**src/rtl/uart_tx_ctrl_if.sv**
```systemverilog
// Host-side byte interface and serial line outputs of the UART transmit sequencer.
// The master drives the byte request; the slave (uart_tx_ctrl) returns line and status.
interface uart_tx_ctrl_if #(
   parameter int DATA_WIDTH = 8
) ();

   logic [DATA_WIDTH-1:0] p_data;
   logic                  data_valid;
   logic                  par_en;
   logic                  par_typ;
   logic                  tx_out;
   logic                  busy;
   logic                  frame_done;

   modport master (
      output p_data,
      output data_valid,
      output par_en,
      output par_typ,
      input  tx_out,
      input  busy,
      input  frame_done
   );

   modport slave (
      input  p_data,
      input  data_valid,
      input  par_en,
      input  par_typ,
      output tx_out,
      output busy,
      output frame_done
   );

endinterface

```
**src/rtl/uart_tx_ctrl.sv**
```systemverilog
// UART transmit frame sequencer: start bit, LSB-first data, optional parity, stop bit.
// One clk period is one bit time; every output is registered alongside the state.
module uart_tx_ctrl #(
   parameter int DATA_WIDTH = 8
) (
   input  logic          clk,
   input  logic          rst,
   uart_tx_ctrl_if.slave bus
);

   localparam int              CW       = $clog2(DATA_WIDTH) + 1;
   localparam logic [CW-1:0]   LAST_BIT = CW'(DATA_WIDTH - 1);

   typedef enum logic [2:0] {
      IDLE,
      START,
      DATA,
      PARITY,
      STOP
   } state_t;

   state_t                state;
   logic [DATA_WIDTH-1:0] shift_reg;
   logic [CW-1:0]         bit_cnt;
   logic                  par_en_q;
   logic                  par_bit;
   logic                  accept;

   // A request is only taken while idle or on the stop bit; anything else is dropped.
   assign accept = bus.data_valid && ((state == IDLE) || (state == STOP));

   // tx_out is loaded with the value belonging to the state being entered, so the
   // line changes on the same edge as the state and never glitches.
   always_ff @(posedge clk or posedge rst) begin
      if (rst) begin
         state          <= IDLE;
         shift_reg      <= '0;
         bit_cnt        <= '0;
         par_en_q       <= 1'b0;
         par_bit        <= 1'b0;
         bus.tx_out     <= 1'b1;
         bus.busy       <= 1'b0;
         bus.frame_done <= 1'b0;
      end else begin
         bus.frame_done <= 1'b0;
         case (state)
            IDLE, STOP: begin
               if (state == STOP) begin
                  bus.frame_done <= 1'b1;
               end
               if (accept) begin
                  shift_reg  <= bus.p_data;
                  par_en_q   <= bus.par_en;
                  par_bit    <= (^bus.p_data) ^ bus.par_typ;
                  bit_cnt    <= '0;
                  state      <= START;
                  bus.tx_out <= 1'b0;
                  bus.busy   <= 1'b1;
               end else begin
                  state      <= IDLE;
                  bus.tx_out <= 1'b1;
                  bus.busy   <= 1'b0;
               end
            end

            START: begin
               state      <= DATA;
               bit_cnt    <= '0;
               bus.tx_out <= shift_reg[0];
               shift_reg  <= shift_reg >> 1;
            end

            DATA: begin
               if (bit_cnt == LAST_BIT) begin
                  if (par_en_q) begin
                     state      <= PARITY;
                     bus.tx_out <= par_bit;
                  end else begin
                     state      <= STOP;
                     bus.tx_out <= 1'b1;
                  end
               end else begin
                  bit_cnt    <= bit_cnt + CW'(1);
                  bus.tx_out <= shift_reg[0];
                  shift_reg  <= shift_reg >> 1;
               end
            end

            PARITY: begin
               state      <= STOP;
               bus.tx_out <= 1'b1;
            end

            default: begin
               state      <= IDLE;
               bus.tx_out <= 1'b1;
               bus.busy   <= 1'b0;
            end
         endcase
      end
   end

endmodule

```
**src/flat_wrapper.sv**
```systemverilog
// flat-port wrapper written by rule: the top's interface ports become plain ports
module uart_tx_ctrl_flat 
#(
   parameter int DATA_WIDTH = 8
)
  (clk, rst, bus_p_data, bus_data_valid, bus_par_en, bus_par_typ, bus_tx_out, bus_busy, bus_frame_done);
  uart_tx_ctrl_if #(.DATA_WIDTH(DATA_WIDTH)) bus_i ();
  input  logic clk;
  input  logic rst;
  input wire logic [$bits(bus_i.p_data)-1:0] bus_p_data;
  input wire logic [$bits(bus_i.data_valid)-1:0] bus_data_valid;
  input wire logic [$bits(bus_i.par_en)-1:0] bus_par_en;
  input wire logic [$bits(bus_i.par_typ)-1:0] bus_par_typ;
  output wire logic [$bits(bus_i.tx_out)-1:0] bus_tx_out;
  output wire logic [$bits(bus_i.busy)-1:0] bus_busy;
  output wire logic [$bits(bus_i.frame_done)-1:0] bus_frame_done;
  assign bus_i.p_data = bus_p_data;
  assign bus_i.data_valid = bus_data_valid;
  assign bus_i.par_en = bus_par_en;
  assign bus_i.par_typ = bus_par_typ;
  assign bus_tx_out = bus_i.tx_out;
  assign bus_busy = bus_i.busy;
  assign bus_frame_done = bus_i.frame_done;
  uart_tx_ctrl #(.DATA_WIDTH(DATA_WIDTH)) u_core (.clk(clk), .rst(rst), .bus(bus_i));
endmodule
```
**config.mk**
```make
export PLATFORM = sky130hd
export DESIGN_NAME = uart_tx_ctrl_flat
export DESIGN_NICKNAME = d
export VERILOG_FILES = /design/src/rtl/uart_tx_ctrl_if.sv /design/src/rtl/uart_tx_ctrl.sv /design/src/flat_wrapper.sv
export SDC_FILE = /design/constraint.sdc
export NUM_CORES = 1
export LEC_CHECK = 0
export CAP_MARGIN = 40
export CORE_MARGIN = 1
export CORE_UTILIZATION = 55
export DETAILED_ROUTE_END_ITERATION = 12
export PLACE_DENSITY = 0.8
export SLEW_MARGIN = 20
export SYNTH_ARGS = -nofsm -noshare
export SYNTH_HDL_FRONTEND = slang
export SYNTH_SLANG_ARGS = --single-unit
```
**constraint.sdc**
```tcl
create_clock -name clk -period 3.1 [get_ports clk]
set_input_delay 0.62 -clock clk [delete_from_list [all_inputs] [get_ports clk]]
set_output_delay 0.62 -clock clk [all_outputs]
set_load 0.01 [all_outputs]
```
# Word-level counts from Yosys, hierarchy flattened
# Cells that the tools add are included.
# word_totals
romBits	0
in_bits	13
word_cells	45
latch_bits	0
mem_count	0
mem_bits_rw	0
output_inout_bits	3
ff_bits	20
# classes
shift	0
n_bitwise	1
mul	0
order_cmp	0
add_sub_neg	1
div	0
eq_ne	8
n_mux	18
reduce_logical	9
# ops
operator	n
one-hot mux 8 bit (3 select lines)	1
two-way mux 8 bit	2
one-hot mux 3 bit (4 select lines)	1
one-hot mux 4 bit (3 select lines)	1
two-way mux 4 bit	2
parity 8 bit	1
two-way mux 1 bit	7
== test 3 x 2 -> 1 bit, second input constant	2
two-way mux 3 bit	2
adder 4 x 1 -> 4 bit, second input constant	1
== test 4 x 3 -> 1 bit, second input constant	1
inequality test 2 x 1 -> 1 bit, second input constant	2
== test 3 x 1 -> 1 bit, second input constant	1
== test 3 bit, second input constant	1
zero test 3 bit	1
one-hot mux 1 bit (3 select lines)	1
AND reduction 3 bit	1
nonzero test 3 bit	1
OR reduction 3 bit	1
inequality test 2 bit, second input constant	1
one-hot mux 1 bit (2 select lines)	1
AND reduction 2 bit	1
OR reduction 2 bit	1
logical AND 1 bit	1
2 further kinds	2

# Depth between registers and ports, before layout
# Gate-level depths: netlist (run 1).
# depth
depth_word	5
depth_mapped	6
ltp_nobuf	5

# Worst setup path after synthesis (run 1)
# No wires, ideal clock.
# synth_timing
path_type	register to register
start	reg u_core.bit_cnt[0]
end	reg u_core.shift_reg[0]
stages_incl_launch_ff	7
path_slack_ns	1.375
required_time_ns	2.975
arrival_ns	1.600
path_cell_list	dfrtp_1 ha_1 nand3b_1 and2b_4 or2_1 buf_6 mux2_4
# synth_between
elab_chain_len	3
# synth_lines
item	line_no	source
start, declared	uart_tx_ctrl.sv:24	logic [CW-1:0] bit_cnt;
start signal, assigned	uart_tx_ctrl.sv:83	bit_cnt <= bit_cnt + CW'(1);
== test 4 x 3 -> 1 bit	uart_tx_ctrl.sv:74	if (bit_cnt == LAST_BIT) begin
inequality test 2 bit (no line)	-	
AND reduction 3 bit (no line)	-	
end signal, assigned	uart_tx_ctrl.sv:52	shift_reg <= bus.p_data;
end signal, assigned	uart_tx_ctrl.sv:70	shift_reg <= shift_reg >> 1;
end signal, assigned	uart_tx_ctrl.sv:85	shift_reg <= shift_reg >> 1;
end, declared	uart_tx_ctrl.sv:23	logic [DATA_WIDTH-1:0] shift_reg;
# No other way between the ends.
# A chain may end at the register's enable or synchronous reset.

# Worst setup path in the final report (run 1)
# layout_timing
start	reg u_core.state[1]
end	reg u_core.shift_reg[3]
# layout_between
elab_chain_len	5
word_cells_on_any_way	12
# layout_lines
item	line_no	source
start, declared	uart_tx_ctrl.sv:22	state_t state;
start signal, assigned	uart_tx_ctrl.sv:36	state <= IDLE;
start signal, assigned	uart_tx_ctrl.sv:56	state <= START;
start signal, assigned	uart_tx_ctrl.sv:60	state <= IDLE;
== test 3 bit / zero test 3 bit (equally long branches)	uart_tx_ctrl.sv:30, uart_tx_ctrl.sv:46	
logical OR 1 bit	uart_tx_ctrl.sv:30	assign accept = bus.data_valid && ((state == IDLE) || (state == STOP));
logical AND 1 bit	uart_tx_ctrl.sv:30	
inequality test 2 x 1 -> 1 bit (no line)	-	
AND reduction 3 bit (no line)	-	
# Parallel ways exist; a longest one is shown, timed or not.

==> results of run 1 <==
-- metrics by stage --
stage | util [%] | area, um^2
after floorplan | - | 1130
after global placement | 65.6 | 1270
after detailed placement | 65.6 | 1270
after CTS | 67.5 | 1310
after global routing | 67.5 | 1310
final | 67.5 | 1310
-- final timing paths --
path,from,to,cells past startpoint
setup / recovery,u_core.state[1],u_core.shift_reg[3],4
hold / removal,u_core.par_bit,u_core.par_bit,2
setup reg to reg,u_core.state[1],u_core.shift_reg[3],4
hold reg to reg,u_core.par_bit,u_core.par_bit,2
max in group asynchronous,rst,u_core.state[0],2
min in group asynchronous,rst,u_core.shift_reg[1],2
-- kinds of logic (layout without fill, tap and decap cells) --
| group | after synthesis | in the layout | synth area share (%) |
|---|---|---|---|
| and+or+nand+nor | 21 | 21 | 11.3 |
| DFF | 20 | 20 | 44.3 |
| AOI/OAI and AO/OA | 17 | 17 | 10.5 |
| muxes | 17 | 17 | 19.0 |
| xor gates and xnor gates | 8 | 8 | 9.06 |
| buffers and inverters | 7 | 22 | 4.75 |
| adders and majority gates | 1 | 1 | 1.10 |
-- report_power, final --
part / leakage, nW / switching, mW / internal, mW / total, mW
Clock: 0.0210 / 0.0808 / 0.0716 / 0.152
Combinational: 0.305 / 0.273 / 0.424 / 0.697
Sequential: 0.247 / 0.115 / 0.386 / 0.501
-- cells in the final DEF (no fill, tap or decap), types with 4 or more instances in the layout --
| cell | instances |
|---|---|
| sky130_fd_sc_hd__o21ai_0 | 7 |
| sky130_fd_sc_hd__nand2_1 | 4 |
| sky130_fd_sc_hd__mux2_4 | 7 |
| sky130_fd_sc_hd__dfrtp_1 | 19 |
| sky130_fd_sc_hd__xnor2_1 | 4 |
| sky130_fd_sc_hd__mux2_2 | 8 |
| sky130_fd_sc_hd__clkdlybuf4s50_1 | 15 |
| sky130_fd_sc_hd__nor2_1 | 4 |
-- critical path: stages, from the launching register on --
cell,delay [ns]
sky130_fd_sc_hd__dfrtp_1,0.61
sky130_fd_sc_hd__nor3b_2,0.37
sky130_fd_sc_hd__and2b_4,0.24
sky130_fd_sc_hd__or2_1,0.44
sky130_fd_sc_hd__mux2_4,0.34
-- metal layers --
metal	up-vias	routed length (um)	GRT usage, %
met5	-	0	0
met1	351	886	25.7
met2	15	893	31.0
li1	352	-	-
met4	0	7	8.00
met3	2	51	5.77
-- final cells by class --
cell class	instances	area share [%]
Clock buffer	4	2.77
Inverter	3	0.860
Multi-Input combinational cell	64	44.0
Sequential cell	20	38.3
Tap cell	27	2.58
Timing Repair Buffer	15	11.5
==> impl_metrics.env, run 1 <==
export IMPL_count_of_state_elements_after_synthesis=20
export IMPL_crit_arrival_ns=2.30
export IMPL_final_hold_violations=0
export IMPL_max_vdd_ir_drop_uv=619
export IMPL_floorplan_core_area_um2=1940
export IMPL_floorplan_initialDensity_pct=58.3
export IMPL_synth_area_top_cells="sky130_fd_sc_hd__dfrtp_1, sky130_fd_sc_hd__mux2_4, sky130_fd_sc_hd__mux2_2, sky130_fd_sc_hd__o21ai_0, sky130_fd_sc_hd__xnor2_1"
export IMPL_worst_skew_pair_late_latency_ns=0.30
export IMPL_fin_setup_tns_ns=0
export IMPL_clkSlewWorstSetupHoldPaths_ns=0.11
export IMPL_ant_nets=0
export IMPL_timing_critical_path_required_ns=3.30
export IMPL_final_nets=121
export IMPL_drc=0
export IMPL_maxSlewHeadroom_pct=50.5
export IMPL_grt_max_degree=21
export IMPL_largest_register_ffs=8
export IMPL_worst_case_register_to_register_setup_slack_ns=1.0
export IMPL_die_width_um=47.4
export IMPL_run_status="finished clean"
export IMPL_route_detailed_vias_per_inst=5.41
export IMPL_htree_levels=1
export IMPL_sequential_cell_area_um2=502
export IMPL_number_of_antenna_violations_at_the_first_check_in_global_routing=0
export IMPL_total_leakage_power_nw=0.574
export IMPL_fill_cells=154
export IMPL_synth_most_common_cell="sky130_fd_sc_hd__dfrtp_1"
export IMPL_cts_inserted_buffers=3
export IMPL_syn_num_nets=105
export IMPL_setup_worst_path_start_class="flip-flop"
export IMPL_post_synth_cell_area_avg_um2=12.4
export IMPL_synth_top_cell_by_area="sky130_fd_sc_hd__dfrtp_1"
export IMPL_tritoncts_clock_tree="yes"
export IMPL_detailed_place_hpwl_mm=1.40
export IMPL_worstSetupPathType="reg2reg"
export IMPL_fin_crit_ns=2.10
export IMPL_buffer_cell_driving_the_clock_tree_root="sky130_fd_sc_hd__clkbuf_4"
export IMPL_synthArstFlopShare_pct=100
export IMPL_die_footprint_um2=2240
export IMPL_finish_cell_count_without_fillers=133
export IMPL_port_buffers=15
export IMPL_synth_top_area_share_pct=42.0
export IMPL_cts_sinks=20
export IMPL_global_route_wire_length_before_repair_mm=3.04
export IMPL_cts_post_setup_buffers_inserted=0
export IMPL_grt_usage_pct=19.8
export IMPL_drtPass1Iterations=4
export IMPL_final_worst_slack_ns=0.998
export IMPL_max_cap_violations=0
export IMPL_wirelength_mm=1.84
export IMPL_yosysUniqueCellTypes=36
export IMPL_first_global_vias=725
export IMPL_post_route_period_util_pct=67.8
export IMPL_floorplan_die_height_um=47.4
export IMPL_cts_repair_resized=0
export IMPL_syn_area_um2=1130
export IMPL_critical_path_peak_fanout=9
export IMPL_multi_input_area_um2=577
export IMPL_timing_fmax_mhz=476
export IMPL_timing_worst_slew_pin_value_ns=0.742
export IMPL_globalRoute_totalOverflow=0
export IMPL_routed_via_count=720
export IMPL_io_pins=16
export IMPL_area_delta_synth_final_pct=15.7
export IMPL_clock_tree_buffer_depth=2
export IMPL_insertedDiodeCount=0
export IMPL_placementRows=16
export IMPL_ys_top_cells_by_count="sky130_fd_sc_hd__dfrtp_1, sky130_fd_sc_hd__mux2_2, sky130_fd_sc_hd__mux2_4, sky130_fd_sc_hd__o21ai_0"
export IMPL_place_ws_ns=0.772
export IMPL_total_power_mw=1.35
export IMPL_initialDrtViolationCount=15
export IMPL_post_synth_inst_count=91
export IMPL_finalWeightedCongestion=0.795
export IMPL_endpoint_kind="flip-flop"
export IMPL_timing_final_max_slew_violations=0
export IMPL_count_of_flip_flops_with_a_built_in_enable_after_synthesis=0
export IMPL_final_setup_skew_ns=0.00202
export IMPL_synth_yosys_warnings=0
export IMPL_postCtsHoldBufs=0
export IMPL_fin_worst_hold_slack_ns=0.506
export IMPL_setup_repair_after_global_routing_missed_its_margin="false"
export IMPL_dpl_cell_count=129
export IMPL_wire_per_inst_um=13.8
export IMPL_setup_viol=0
export IMPL_p_per_area_nw_per_um2=1030
export IMPL_synth_ff_type="sky130_fd_sc_hd__dfrtp_1"
export IMPL_layout_drive_gt1_share_pct=26.4
export IMPL_hold_path_class="reg2reg"
export IMPL_synth_sequential_area_ratio_pct=44.3
Note: power is estimated with default switching activity, not from simulation.
==> inputs of run 2 (changes only) <==
- CORE_UTILIZATION: 55 -> 48
- PLACE_DENSITY: 0.8 -> 0.74
- clock period: 3.1 -> 1.9 ns (I/O delays scaled with it)
==> impl_metrics.env, run 2 (same netlist as run 1, synthesis figures left out) <==
export IMPL_run_status="finished clean"
export IMPL_fill_cells=190
export IMPL_setup_repair_after_global_routing_missed_its_margin="false"
export IMPL_number_of_antenna_violations_at_the_first_check_in_global_routing=0
export IMPL_globalRoute_totalOverflow=0
export IMPL_worstSetupPathType="reg2reg"
export IMPL_die_width_um=50.6
export IMPL_insertedDiodeCount=0
export IMPL_timing_worst_slew_pin_value_ns=0.360
export IMPL_first_global_vias=790
export IMPL_die_footprint_um2=2560
export IMPL_maxSlewHeadroom_pct=76.0
export IMPL_wire_per_inst_um=14.0
export IMPL_routed_via_count=777
export IMPL_grt_max_degree=12
export IMPL_timing_fmax_mhz=550
export IMPL_worst_skew_pair_late_latency_ns=0.29
export IMPL_setup_worst_path_start_class="flip-flop"
export IMPL_endpoint_kind="flip-flop"
export IMPL_postCtsHoldBufs=0
export IMPL_tritoncts_clock_tree="yes"
export IMPL_post_route_period_util_pct=95.7
export IMPL_grt_usage_pct=18.6
export IMPL_hold_path_class="in2async"
export IMPL_cts_inserted_buffers=3
export IMPL_max_cap_violations=0
export IMPL_place_ws_ns=0.0336
export IMPL_crit_arrival_ns=2.01
export IMPL_timing_final_max_slew_violations=0
export IMPL_global_route_wire_length_before_repair_mm=3.43
export IMPL_initialDrtViolationCount=12
export IMPL_fin_setup_tns_ns=0
export IMPL_io_pins=16
export IMPL_clkSlewWorstSetupHoldPaths_ns=0.10
export IMPL_most_common_layout_cells="sky130_fd_sc_hd__dfrtp_1, sky130_fd_sc_hd__clkdlybuf4s50_1, sky130_fd_sc_hd__buf_4"
export IMPL_finalWeightedCongestion=0.776
export IMPL_cts_sinks=20
export IMPL_floorplan_initialDensity_pct=51.2
export IMPL_placementRows=17
export IMPL_layout_drive_gt1_share_pct=32.2
export IMPL_largest_register_ffs=8
export IMPL_r2r_end="u_core.shift_reg[2]"
export IMPL_final_hold_violations=0
export IMPL_final_nets=130
export IMPL_total_leakage_power_nw=0.613
export IMPL_setup_viol=0
export IMPL_floorplan_core_area_um2=2210
export IMPL_drtPass1Iterations=4
export IMPL_ant_nets=0
export IMPL_layout_commonest_cell="sky130_fd_sc_hd__dfrtp_1"
export IMPL_p_per_area_nw_per_um2=1650
export IMPL_timing_rr_start="u_core.bit_cnt[0]"
export IMPL_drc=0
export IMPL_htree_levels=1
export IMPL_detailed_place_hpwl_mm=1.65
export IMPL_route_detailed_vias_per_inst=5.43
export IMPL_final_setup_skew_ns=0.00205
export IMPL_final_worst_slack_ns=0.0819
export IMPL_fin_crit_ns=1.82
export IMPL_port_buffers=15
export IMPL_total_power_mw=2.25
export IMPL_worst_case_register_to_register_setup_slack_ns=0.08
export IMPL_clock_tree_buffer_depth=2
export IMPL_place_area_um2=1340
export IMPL_area_delta_synth_final_pct=20.9
export IMPL_wirelength_mm=2.01
export IMPL_max_vdd_ir_drop_uv=971
export IMPL_design_area_um2=1370
export IMPL_timing_critical_path_required_ns=2.09
export IMPL_floorplan_die_height_um=50.6
export IMPL_r2r_cells=5
export IMPL_critical_path_peak_fanout=9
export IMPL_buffer_cell_driving_the_clock_tree_root="sky130_fd_sc_hd__clkbuf_4"
[run 2: cell count changes in the layout (fill, tap and decap cells not counted), sizes merged]
cell  before  now
buf        0    9
[run 2: through the flow]
stage                     std cells  util (%)  hold slack (ns)
after floorplan                  91         -            0.343
after global placement          139      60.7            0.456
after detailed placement        139      60.7            0.464
after CTS                       143      61.9            0.349
after global routing            143      61.9            0.361
final                           143      61.9            0.338
[run 2: timing repair]
| action | 4_1_cts | 5_1_grt |
|---|---|---|
| buffers inserted | 0 | 0 |
| gates resized for setup | 0 | 1 |
| endpoints found under the setup margin | 0 | 7 |
[run 2: how the worst max path moves through the flow]
stage | from | end | slack, ns
global placement | bus_p_data[2] | u_core.par_bit | 0.05
finish | u_core.bit_cnt[0] | u_core.shift_reg[2] | 0.08
global route | u_core.bit_cnt[0] | u_core.bit_cnt[3] | 0.005
CTS | u_core.bit_cnt[0] | u_core.shift_reg[2] | 0.06
floorplan | u_core.bit_cnt[0] | u_core.shift_reg[0] | 0.17
detailed placement | bus_data_valid | u_core.shift_reg[5] | 0.03
[run 2: per-layer routing]
layer	global-route usage, %	wire length [um]	share of wire [%]
met3	6.36	74	3.7
met5	0	0	0
met2	29.6	1010	50
met1	22.5	873	43
met4	8.33	52	2.6
[run 2: cell type report]
class                   instances  area (um^2)  area share, %
multi-input cells              64          577           42.1
flip-flops and latches         20          502           36.7
repair buffers                 24          218           15.9
well taps                      28         35.0           2.56
clock buffers                   4         26.3           1.92
inverters                       3         11.3          0.823
[run 2: worst max-delay path, cell delays in order (launching register included)]
cell and delay [ns]:
sky130_fd_sc_hd__dfrtp_1 0.42, sky130_fd_sc_hd__ha_1 0.23, sky130_fd_sc_hd__nand3b_1 0.12, sky130_fd_sc_hd__and2b_4 0.20, sky130_fd_sc_hd__or2_2 0.40, sky130_fd_sc_hd__mux2_4 0.34
[run 2: power by group]
part | switching [mW] | internal (mW)
logic | 0.495 | 0.769
clock network | 0.120 | 0.0818
registers | 0.155 | 0.631
total | 0.770 | 1.48
==> inputs of run 3 (changes only) <==
- PLACE_DENSITY: 0.74 -> 0.73
==> impl_metrics.env, run 3 (same netlist as run 1, synthesis figures left out) <==
export IMPL_area_delta_synth_final_pct=25.9
export IMPL_htree_levels=1
export IMPL_timing_worst_slew_pin_value_ns=0.320
export IMPL_cts_sinks=20
export IMPL_worst_case_register_to_register_setup_slack_ns=0.12
export IMPL_cts_post_setup_buffers_inserted=0
export IMPL_port_buffers=15
export IMPL_grt_usage_pct=20.0
export IMPL_initialDrtViolationCount=10
export IMPL_timing_critical_path_required_ns=2.08
export IMPL_place_area_um2=1370
export IMPL_insertedDiodeCount=0
export IMPL_buffer_cell_driving_the_clock_tree_root="sky130_fd_sc_hd__clkbuf_4"
export IMPL_critical_path_max_stage_delay_ns=0.50
export IMPL_setup_repair_after_global_routing_missed_its_margin="false"
export IMPL_routed_via_count=774
export IMPL_floorplan_initialDensity_pct=51.2
export IMPL_wire_per_inst_um=14.4
export IMPL_critical_path_peak_fanout=7
export IMPL_fin_setup_tns_ns=0
export IMPL_die_footprint_um2=2560
export IMPL_design_area_um2=1430
export IMPL_post_route_period_util_pct=93.7
export IMPL_finalWeightedCongestion=0.751
export IMPL_fill_cells=176
export IMPL_max_cap_violations=0
export IMPL_clkSlewWorstSetupHoldPaths_ns=0.12
export IMPL_hold_path_class="in2async"
export IMPL_io_pins=16
export IMPL_final_hold_violations=0
export IMPL_timing_fmax_mhz=562
export IMPL_fin_worst_hold_slack_ns=0.313
export IMPL_fin_crit_ns=1.78
export IMPL_cts_repair_resized=1
export IMPL_worst_skew_pair_late_latency_ns=0.30
export IMPL_drc=0
export IMPL_postCtsHoldBufs=0
export IMPL_layout_drive_gt1_share_pct=34.7
export IMPL_drtPass1Iterations=4
export IMPL_floorplan_die_height_um=50.6
export IMPL_ant_nets=0
export IMPL_cts_inserted_buffers=3
export IMPL_timing_final_max_slew_violations=0
export IMPL_detailed_place_hpwl_mm=1.68
export IMPL_max_vdd_ir_drop_uv=1080
export IMPL_run_status="finished clean"
export IMPL_grt_max_degree=13
export IMPL_first_global_vias=788
export IMPL_most_common_layout_cells="sky130_fd_sc_hd__dfrtp_1, sky130_fd_sc_hd__clkdlybuf4s50_1, sky130_fd_sc_hd__buf_4"
export IMPL_floorplan_core_area_um2=2210
export IMPL_setup_viol=0
export IMPL_global_route_wire_length_before_repair_mm=3.66
export IMPL_critical_path_cell_chain="xnor2_4, buf_4, nor2_4, mux2_2, mux2_4"
export IMPL_placementRows=17
export IMPL_dpl_cell_count=142
export IMPL_clock_tree_buffer_depth=2
export IMPL_total_leakage_power_nw=0.642
export IMPL_number_of_antenna_violations_at_the_first_check_in_global_routing=0
export IMPL_largest_register_ffs=8
export IMPL_die_width_um=50.6
export IMPL_setup_worst_path_start_class="flip-flop"
export IMPL_worstSetupPathType="reg2reg"
export IMPL_wirelength_mm=2.10
export IMPL_final_setup_skew_ns=0.0161
export IMPL_final_nets=133
export IMPL_route_detailed_vias_per_inst=5.30
export IMPL_maxSlewHeadroom_pct=78.6
export IMPL_globalRoute_totalOverflow=0
export IMPL_crit_arrival_ns=1.96
export IMPL_p_per_area_nw_per_um2=1750
export IMPL_timing_critical_path_slowest_stage_cell="sky130_fd_sc_hd__dfrtp_1"
export IMPL_layout_commonest_cell="sky130_fd_sc_hd__dfrtp_1"
export IMPL_finish_cell_count_without_fillers=146
export IMPL_tritoncts_clock_tree="yes"
export IMPL_endpoint_kind="flip-flop"
run 3: cell count changes in the layout (fill, tap and decap cells not counted), sizes merged:
| cell | previous run | this run |
|---|---|---|
| buf | 9 | 12 |
| bufinv | 0 | 1 |
| clkbuf | 4 | 3 |
run 3: final cells by class:
type / instances / area, um^2 / share of cell area, %
clock inverters: 1 / 30.0 / 2.11
repair buffers: 27 / 240 / 16.9
multi-input cells: 64 / 584 / 41.0
well taps: 28 / 35.0 / 2.46
inverters: 3 / 11.3 / 0.790
clock buffers: 3 / 22.5 / 1.58
flip-flops and latches: 20 / 502 / 35.2
run 3: per-stage QoR:
step                power [mW]  setup WS [ns]  util, %
floorplan                 1.80          0.175        -
global placement          2.06        -0.0881     61.7
detailed placement        2.13         -0.154     61.7
CTS                       2.50        0.00543     64.2
global route              2.67         0.0406     64.4
finish                    2.49          0.120     64.4
run 3: metal layers:
layer	track usage, %	up-vias	share of wire (%)
met5	0	-	0
met4	4.17	0	0.62
met3	6.36	2	2.6
met2	33.3	13	52
met1	25.3	378	45
li1	-	381	-
run 3: report_power, final:
group          internal [mW]  switching (mW)
combinational          0.834           0.523
clock                  0.213           0.129
sequential             0.631           0.162
run 3: path summary, 6_finish.rpt:
check,from,end,cells after the start
setup / recovery,u_core.state[1],u_core.shift_reg[6],5
hold reg to reg,u_core.par_bit,u_core.par_bit,2
setup reg to reg,u_core.state[1],u_core.shift_reg[6],5
min in group clk,u_core.par_bit,u_core.par_bit,2
max in group asynchronous,rst,u_core.state[0],3
hold / removal,rst,u_core.shift_reg[1],2
run 3: worst max-delay path, delay by kind of cell, from the launching register on:
family / cells / cell delay (ns)
XOR/XNOR: 1 / 0.19
flip-flops: 1 / 0.50
multiplexers: 2 / 0.63
buffers and inverters: 1 / 0.15
AND/OR/NAND/NOR: 1 / 0.20
